===== src/rtl/uart_pkg.sv =====
// Shared timing helpers and arbiter state encoding for the UART transmit path.
// Frame length = start + 8 data + parity/stop slots (11 bit periods) plus idle gap bits.
package uart_pkg;

  typedef enum logic [1:0] {
    IDLE = 2'd0,
    SEND = 2'd1,
    WAIT = 2'd2
  } arb_state_t;

  function automatic int baud_cnt_max(input int clk_freq, input int uart_bps);
    return clk_freq / uart_bps;
  endfunction

  function automatic int frame_cycles(input int clk_freq, input int uart_bps, input int gap_bits);
    return baud_cnt_max(clk_freq, uart_bps) * (11 + gap_bits);
  endfunction

endpackage


===== src/rtl/uart_frame_timer.sv =====
// Frame pacing counter: start clears and arms it; done pulses (combinationally) when the
// counter reaches CYCLES-2, i.e. CYCLES-1 cycles after start. No backpressure.
module uart_frame_timer #(
  parameter int CYCLES = 120
) (
  input  logic sys_clk,
  input  logic sys_rst_n,
  input  logic start,
  output logic done
);

  localparam int CNT_W = $clog2(CYCLES) + 1;
  localparam logic [CNT_W-1:0] CNT_LAST = CNT_W'(CYCLES - 2);

  logic [CNT_W-1:0] cnt;
  logic             active;

  assign done = active && (cnt == CNT_LAST);

  always_ff @(posedge sys_clk or negedge sys_rst_n) begin
    if (!sys_rst_n) begin
      cnt    <= '0;
      active <= 1'b0;
    end else if (start) begin
      cnt    <= '0;
      active <= 1'b1;
    end else if (active) begin
      cnt    <= cnt + 1'b1;
      if (done) active <= 1'b0;
    end
  end

endmodule


===== src/rtl/uart_tx_arb.sv =====
// Round-robin arbiter sharing one uart_tx between two byte requesters; grant visible one cycle
// after req is sampled in IDLE. Requests are held off (no ack) for the whole frame while busy.
module uart_tx_arb
  import uart_pkg::*;
#(
  parameter int UART_BPS = 9600,
  parameter int CLK_FREQ = 50_000_000,
  parameter int GAP_BITS = 1
) (
  input  logic       sys_clk,
  input  logic       sys_rst_n,
  input  logic       req0,
  input  logic [7:0] data0,
  output logic       ack0,
  input  logic       req1,
  input  logic [7:0] data1,
  output logic       ack1,
  output logic [7:0] po_data,
  output logic       po_flag,
  output logic       busy
);

  localparam int BAUD_CNT_MAX = baud_cnt_max(CLK_FREQ, UART_BPS);
  localparam int FRAME_CYCLES = frame_cycles(CLK_FREQ, UART_BPS, GAP_BITS);

  if (FRAME_CYCLES < 4) begin : g_frame_check
    $error("uart_tx_arb: FRAME_CYCLES (%0d) must be at least 4", FRAME_CYCLES);
  end

  arb_state_t state_q, state_d;
  logic       last_grant, last_grant_d;
  logic       ack0_d, ack1_d, po_flag_d, busy_d;
  logic [7:0] po_data_d;
  logic       timer_start, timer_done;

  uart_frame_timer #(.CYCLES(FRAME_CYCLES)) u_frame_timer (
    .sys_clk   (sys_clk),
    .sys_rst_n (sys_rst_n),
    .start     (timer_start),
    .done      (timer_done)
  );

  always_comb begin
    state_d      = state_q;
    last_grant_d = last_grant;
    ack0_d       = 1'b0;
    ack1_d       = 1'b0;
    po_flag_d    = 1'b0;
    busy_d       = busy;
    po_data_d    = po_data;
    timer_start  = 1'b0;
    unique case (state_q)
      IDLE: begin
        // On a tie the requester that did not win last time gets the line.
        if (req0 && (!req1 || last_grant)) begin
          po_data_d    = data0;
          ack0_d       = 1'b1;
          po_flag_d    = 1'b1;
          busy_d       = 1'b1;
          last_grant_d = 1'b0;
          state_d      = SEND;
        end else if (req1) begin
          po_data_d    = data1;
          ack1_d       = 1'b1;
          po_flag_d    = 1'b1;
          busy_d       = 1'b1;
          last_grant_d = 1'b1;
          state_d      = SEND;
        end
      end
      SEND: begin
        timer_start = 1'b1;
        state_d     = WAIT;
      end
      WAIT: begin
        if (timer_done) begin
          busy_d  = 1'b0;
          state_d = IDLE;
        end
      end
      default: begin
        busy_d  = 1'b0;
        state_d = IDLE;
      end
    endcase
  end

  always_ff @(posedge sys_clk or negedge sys_rst_n) begin
    if (!sys_rst_n) begin
      state_q    <= IDLE;
      last_grant <= 1'b1;
      ack0       <= 1'b0;
      ack1       <= 1'b0;
      po_flag    <= 1'b0;
      busy       <= 1'b0;
      po_data    <= 8'h00;
    end else begin
      state_q    <= state_d;
      last_grant <= last_grant_d;
      ack0       <= ack0_d;
      ack1       <= ack1_d;
      po_flag    <= po_flag_d;
      busy       <= busy_d;
      po_data    <= po_data_d;
    end
  end

endmodule


===== config.mk =====
export PLATFORM = sky130hd
export DESIGN_NAME = uart_tx_arb
export DESIGN_NICKNAME = d
export VERILOG_FILES = /design/src/rtl/uart_pkg.sv /design/src/rtl/uart_frame_timer.sv /design/src/rtl/uart_tx_arb.sv
export SDC_FILE = /design/constraint.sdc
export NUM_CORES = 1
export LEC_CHECK = 0
export ABC_AREA = 1
export BUFFER_PORTS_ARGS = -buffer_cell sky130_fd_sc_hd__buf_4
export CAP_MARGIN = 0
export CORE_MARGIN = 2
export CORE_UTILIZATION = 45
export CTS_BUF_LIST = sky130_fd_sc_hd__clkbuf_8
export CTS_CLUSTER_SIZE = 40
export DETAILED_ROUTE_END_ITERATION = 8
export GPL_ROUTABILITY_DRIVEN = 0
export HOLD_SLACK_MARGIN = 0.02
export PLACE_DENSITY = 0.69
export SLEW_MARGIN = 15
export SYNTH_ARGS = -nofsm -noshare
export SYNTH_HDL_FRONTEND = slang
export SYNTH_SLANG_ARGS = --single-unit

===== constraint.sdc =====
create_clock -name sys_clk -period 2 [get_ports sys_clk]
set_input_delay 0.1 -clock sys_clk [delete_from_list [all_inputs] [get_ports sys_clk]]
set_output_delay 0.1 -clock sys_clk [all_outputs]
set_load 0.03 [all_outputs]

; ---- Yosys cells after proc, flatten, opt, wreduce, memory -nomap -nowiden
; Index checks and enable logic that the tools add are counted.
[word_totals]
memories = 0
output_inout_bits = 12
ramBits = 0
inputBits = 20
rom_bits = 0
ff_bits = 33
elab_cells = 50
latchBits = 0
[op_classes]
n_mul = 0
n_mux = 24
n_reduce_logical = 10
div_mod_pow = 0
n_eq_ne = 5
n_shift = 0
addsub = 1
order_cmp = 0
bitwise_logic = 1
[op_table]
columns = cell, n
row1 = two-way mux 17 bit, 2
row2 = "adder 17 x 1 -> 17 bit, second input constant", 1
row3 = "== test 17 x 16 -> 1 bit, second input constant", 1
row4 = two-way mux 8 bit, 2
row5 = two-way mux 1 bit, 15
row6 = two-way mux 2 bit, 3
row7 = case mux 2 bit (3 select lines), 1
row8 = AND reduction 2 bit, 2
row9 = nonzero test 2 bit, 2
row10 = "!= test 3 bit, second input constant", 1
row11 = case mux 1 bit (3 select lines), 1
row12 = AND reduction 3 bit, 1
row13 = "== test 2 x 1 -> 1 bit, second input constant", 1
row14 = "== test 2 bit, second input constant", 1
row15 = logical AND 1 bit, 2
row16 = logical NOT 2 bit, 1
row17 = "!= test 2 bit, second input constant", 1
row18 = logical NOT 1 bit, 1
row19 = logical OR 1 bit, 1
row20 = NOT 1 bit, 1

; ---- Logic depth before layout (Yosys ltp)
[depth]
ltp_word = 5
ltp_mapped = 11
ltp_nobuf = 11

; ---- Modules after synthesis
; From an unflattened synthesis, not the netlist that was laid out.
[unflattened]
cells_unflattened = 238
hier_area_um2 = 1799.2
[modules_own_cells]
columns = mod, area_each_um2, cells_each, instances, seq_area_each_um2
row1 = uart_frame_timer, 1089.8, 153, 1, 450.4
row2 = uart_tx_arb, 709.4, 85, 1, 376.6

; ---- Worst setup path after synthesis
; No wires, ideal clock.
[synth_timing]
path_kind = flip-flop to flip-flop
start = register u_frame_timer.cnt[0]
end = register busy
required_ps = 1880
setup_time_ps = 120
path_buffers = 0
period_less_slack_ps = 1237
slack_ps = 763
stages_incl_launch_ff = 12
arrival_ps = 1117
cell_sequence = dfrtp_1 -> inv_1 -> ha_1 -> nand2_1 -> inv_1 -> nand2_1 -> nor2_1 -> nand4_1 -> nand2_1 -> nand2_1 -> nand2_1 -> nand2_1
[synth_via]
elab_chain_cells = 4
[synth_rtl]
columns = element, line
row1 = "start, declared", uart_frame_timer.sv:15  ; logic [CNT_W-1:0] cnt;
row2 = "start signal, assigned", uart_frame_timer.sv:28  ; cnt <= cnt + 1'b1;
row3 = == test 17 x 16 -> 1 bit, uart_frame_timer.sv:18  ; assign done = active && (cnt == CNT_LAST);
row4 = logical AND 1 bit, uart_frame_timer.sv:18
row5 = != test 2 bit (no source line), n/a
row6 = AND reduction 3 bit (no source line), n/a
row7 = "end signal, assigned", uart_tx_arb.sv:103  ; busy <= busy_d;
row8 = "end, declared", uart_tx_arb.sv:20  ; output logic busy
; Every way passes these cells.
; A chain may end at the register's enable or synchronous reset.

; ---- Worst setup path in the final report
[layout_timing]
start = register u_frame_timer.cnt[1]
end = register u_frame_timer.cnt[16]
[layout_via]
elab_chain_cells = 3
[layout_rtl]
columns = element, line
row1 = adder 17 x 1 -> 17 bit, uart_frame_timer.sv:28
row2 = two-way mux 17 bit, uart_frame_timer.sv:27  ; end else if (active) begin
row3 = two-way mux 17 bit, uart_frame_timer.sv:24  ; end else if (start) begin
; Every way passes these cells. The select of a mux whose other input is x is not followed.

==> metrics.cfg <==
[run_status]
status=finished, final reports clean

[worst_setup_path]
cp_max_fo=4
critPathMaxStageDelay_ns=0.39
end_kind=flop
cp-start-kind=flop
cp_num_buf_inv=0
critical_path_class=flop to flop
worst_path_max_delay_cell=dfrtp_1
path_delay_family=simple AND/OR/NAND/NOR gates
cp_data_arrival_time_ns=1.57
cp.required_ns=2.17
cp_cell_sequence=ha_1, nand2_1, nor2_4, nand4_1, o21ai_0, a21oi_1

[die]
start_util=0.468
die-height_um=65.4
num_io_pins=32
die-area_sq_um=4280
core_sq_um=3630
rows=22
die_x_um=65.4

[sta]
fmax_mhz=714
slew-limit-headroom=0.586
fin_tns_setup_ns=0
hold_viol=0
fin_skew_ns=0.00829
setup_viol=0
slew_viol_final=0
post-route-min-period_ns=1.40
period_share=0.700
worst_slew_pin_slew_ns=0.621
rsz0062_at_grt=no
finalWorstSetupSlack_ns=0.599

[drt]
wl_per_cell_um=12.1
via_count=1428
dr.pass1.iters=4
ant_nets=0
wl_mm=3.45
drc_errors=0
drt_iter0_markers=88
routed_via_density=5.01

[synthesis]
syn_nets=223
synth_seq_area_share=0.487
synth_most_common_cell=nand2_1
synth_cells=201
synth_area_per_cell_sq_um=8.45
netlist_top_cells_area=dfrtp_1 47%, nand2_1 9.1%, inv_1 5.7%
syn-cell-area_sq_um=1700
synth_seq_cells=33
synth.largest_area_cell=dfrtp_1
ys_top_cells_by_count=41 x nand2_1, 32 x dfrtp_1, 26 x inv_1
yosysTopAreaCellShare=0.471
synth.distinct_cells=30
synth-edff-count=0
synth-async-reset-ratio=1.00
yosys_warnings=0
synth_flop_cell=dfrtp_1

[cts]
ctsResizeCount=0
numCtsBuffers=5
cts_root_buffer=clkbuf_8
cts_buffer_depth=2
cts.sinks=33
insertion_delay_ns=0.29
post_cts_buffers=0
cts-htree-levels=2
hold_buffers=1
clk_pin_slew_ns=0.07
cts_tree=done

[pwr]
power_density_nw_per_um2=1250
p_leak_nw=1.10
ir_drop_v=0.000826
power_frac_seq=0.394
clock_power_share=0.214
pwr-share-comb=0.392
p_int_w=0.00156
switchingPower_w=0.00104
power_switching_share=0.401

[final_layout]
area_growth_pct=22.5
nFillCells=347
utilization=0.573
diodes=0
drive_above_1_share=0.249
finalNetCount=258

[hold_path]
hp-class=input pin to flop

[global_routing]
grt_pass1_vias=1406
grt_pass1_wl_mm=6.18
grt_max_degree=34
antenna_found_initial=0
grt_usage=0.188
grt_overflow=0

[job]
maxCapViolCount=0

[placed_design]
port_buffers=31
dp_hpwl_mm=2.59
detailedPlace.worstSlack_ns=0.596

## final timing paths
check | startpoint | cells past startpoint | slack, ns | end
worst max-delay path | u_frame_timer.cnt[1] | 6 | 0.60 | u_frame_timer.cnt[16]
worst min-delay path | data0[1] | 3 | 0.11 | po_data[1]
worst max register to register | u_frame_timer.cnt[1] | 6 | 0.60 | u_frame_timer.cnt[16]
worst min register to register | po_data[7] | 2 | 0.49 | po_data[7]
max in group asynchronous | sys_rst_n | 2 | 1.39 | last_grant
min in group asynchronous | sys_rst_n | 2 | 0.28 | u_frame_timer.cnt[4]
## worst reg2reg max path, cell delays in order, from the launching register on
cell	delay [ns]
dfrtp_1	0.39
ha_1	0.23
nand2_1	0.13
nor2_4	0.18
nand4_1	0.11
o21ai_0	0.18
a21oi_1	0.06
## metal layers
layer / wire, um / vias up / GRT usage
li1: - / 723 / -
met1: 1560 / 646 / 0.242
met2: 1580 / 53 / 0.291
met3: 252 / 6 / 0.0668
met4: 53 / 0 / 0.0729
met5: 0 / - / 0
## stage by stage
step | cells | area, sq um | total power, W | hold WS, ns
after CTS | 285 | 2080 | 0.00263 | 0.0990
final | 285 | 2080 | 0.00260 | 0.107
after detailed placement | 276 | 1970 | 0.00206 | 0.0699
after floorplan | 201 | 1700 | 0.00172 | -0.196
after global placement | 276 | 1970 | 0.00205 | 0.0669
after global routing | 285 | 2080 | 0.00278 | 0.112
## sequential cells by signal, summed over array words and instances, names as in the netlist
name	cells
u_frame_timer.cnt	17
po_data	8
state_q	2
ack0	1
ack1	1
busy	1
last_grant	1
po_flag	1
u_frame_timer.active	1
## layout by cell type (no fill, tap or decap)
cell type,synthesis,layout
mux2i_1,8,8
o21ai_0,17,16
o21ai_2,1,1
nor2_2,4,4
a211oi_2,1,1
inv_2,2,2
nand2_2,4,4
dfrtp_1,32,32
nand4_1,2,2
ha_1,2,2
nand3_2,1,1
dfstp_2,1,1
buf_4,2,32
nor2_4,2,2
nor3_4,1,1
clkinv_2,0,1
xor2_1,1,1
nand4_2,1,1
a211oi_1,1,1
clkbuf_8,0,7
nand3_1,9,9
a21oi_1,8,8
inv_1,26,26
a31oi_1,2,2
nor3_1,5,5
nand2_4,1,1
dlygate4sd3_1,0,1
nand2_1,41,41
nor4b_1,1,1
a32oi_1,1,1
o21ai_1,1,2
nor2_1,20,20
## kinds of logic (layout without fill, tap and decap cells)
kind of cell             count (synthesis)  in the layout  synth area share
AO/OA/AOI/OAI                           32             32             0.106
XOR/XNOR                                 1              1           0.00516
adder cells (fa/ha/maj)                  2              2            0.0147
buffers and inverters                   33             69            0.0795
flip-flops                              33             33             0.487
multiplexers                             8              8            0.0471
AND/OR/NAND/NOR                         92             92             0.261
## final cells by class
cell class	count	area (sq um)	area share
clock inverters	1	5.00	0.00241
inverters	28	105	0.0505
flip-flops and latches	33	827	0.397
multi-input cells	135	737	0.354
well taps	48	60.1	0.0289
repair buffers	33	250	0.120
clock buffers	7	96.3	0.0463
## power by group through the flow
stage / registers (W) / logic, W / clock network (W)
5_1_grt: 0.00105 / 0.00113 / 0.000600
4_1_cts: 0.00103 / 0.00103 / 0.000572
3_3_place_gp: 0.00103 / 0.00102 / 0
2_1_floorplan: 0.00123 / 0.000487 / 0
3_5_place_dp: 0.00103 / 0.00103 / 0
6_report: 0.00102 / 0.00102 / 0.000555
Note: power is estimated with default switching activity, not from simulation.
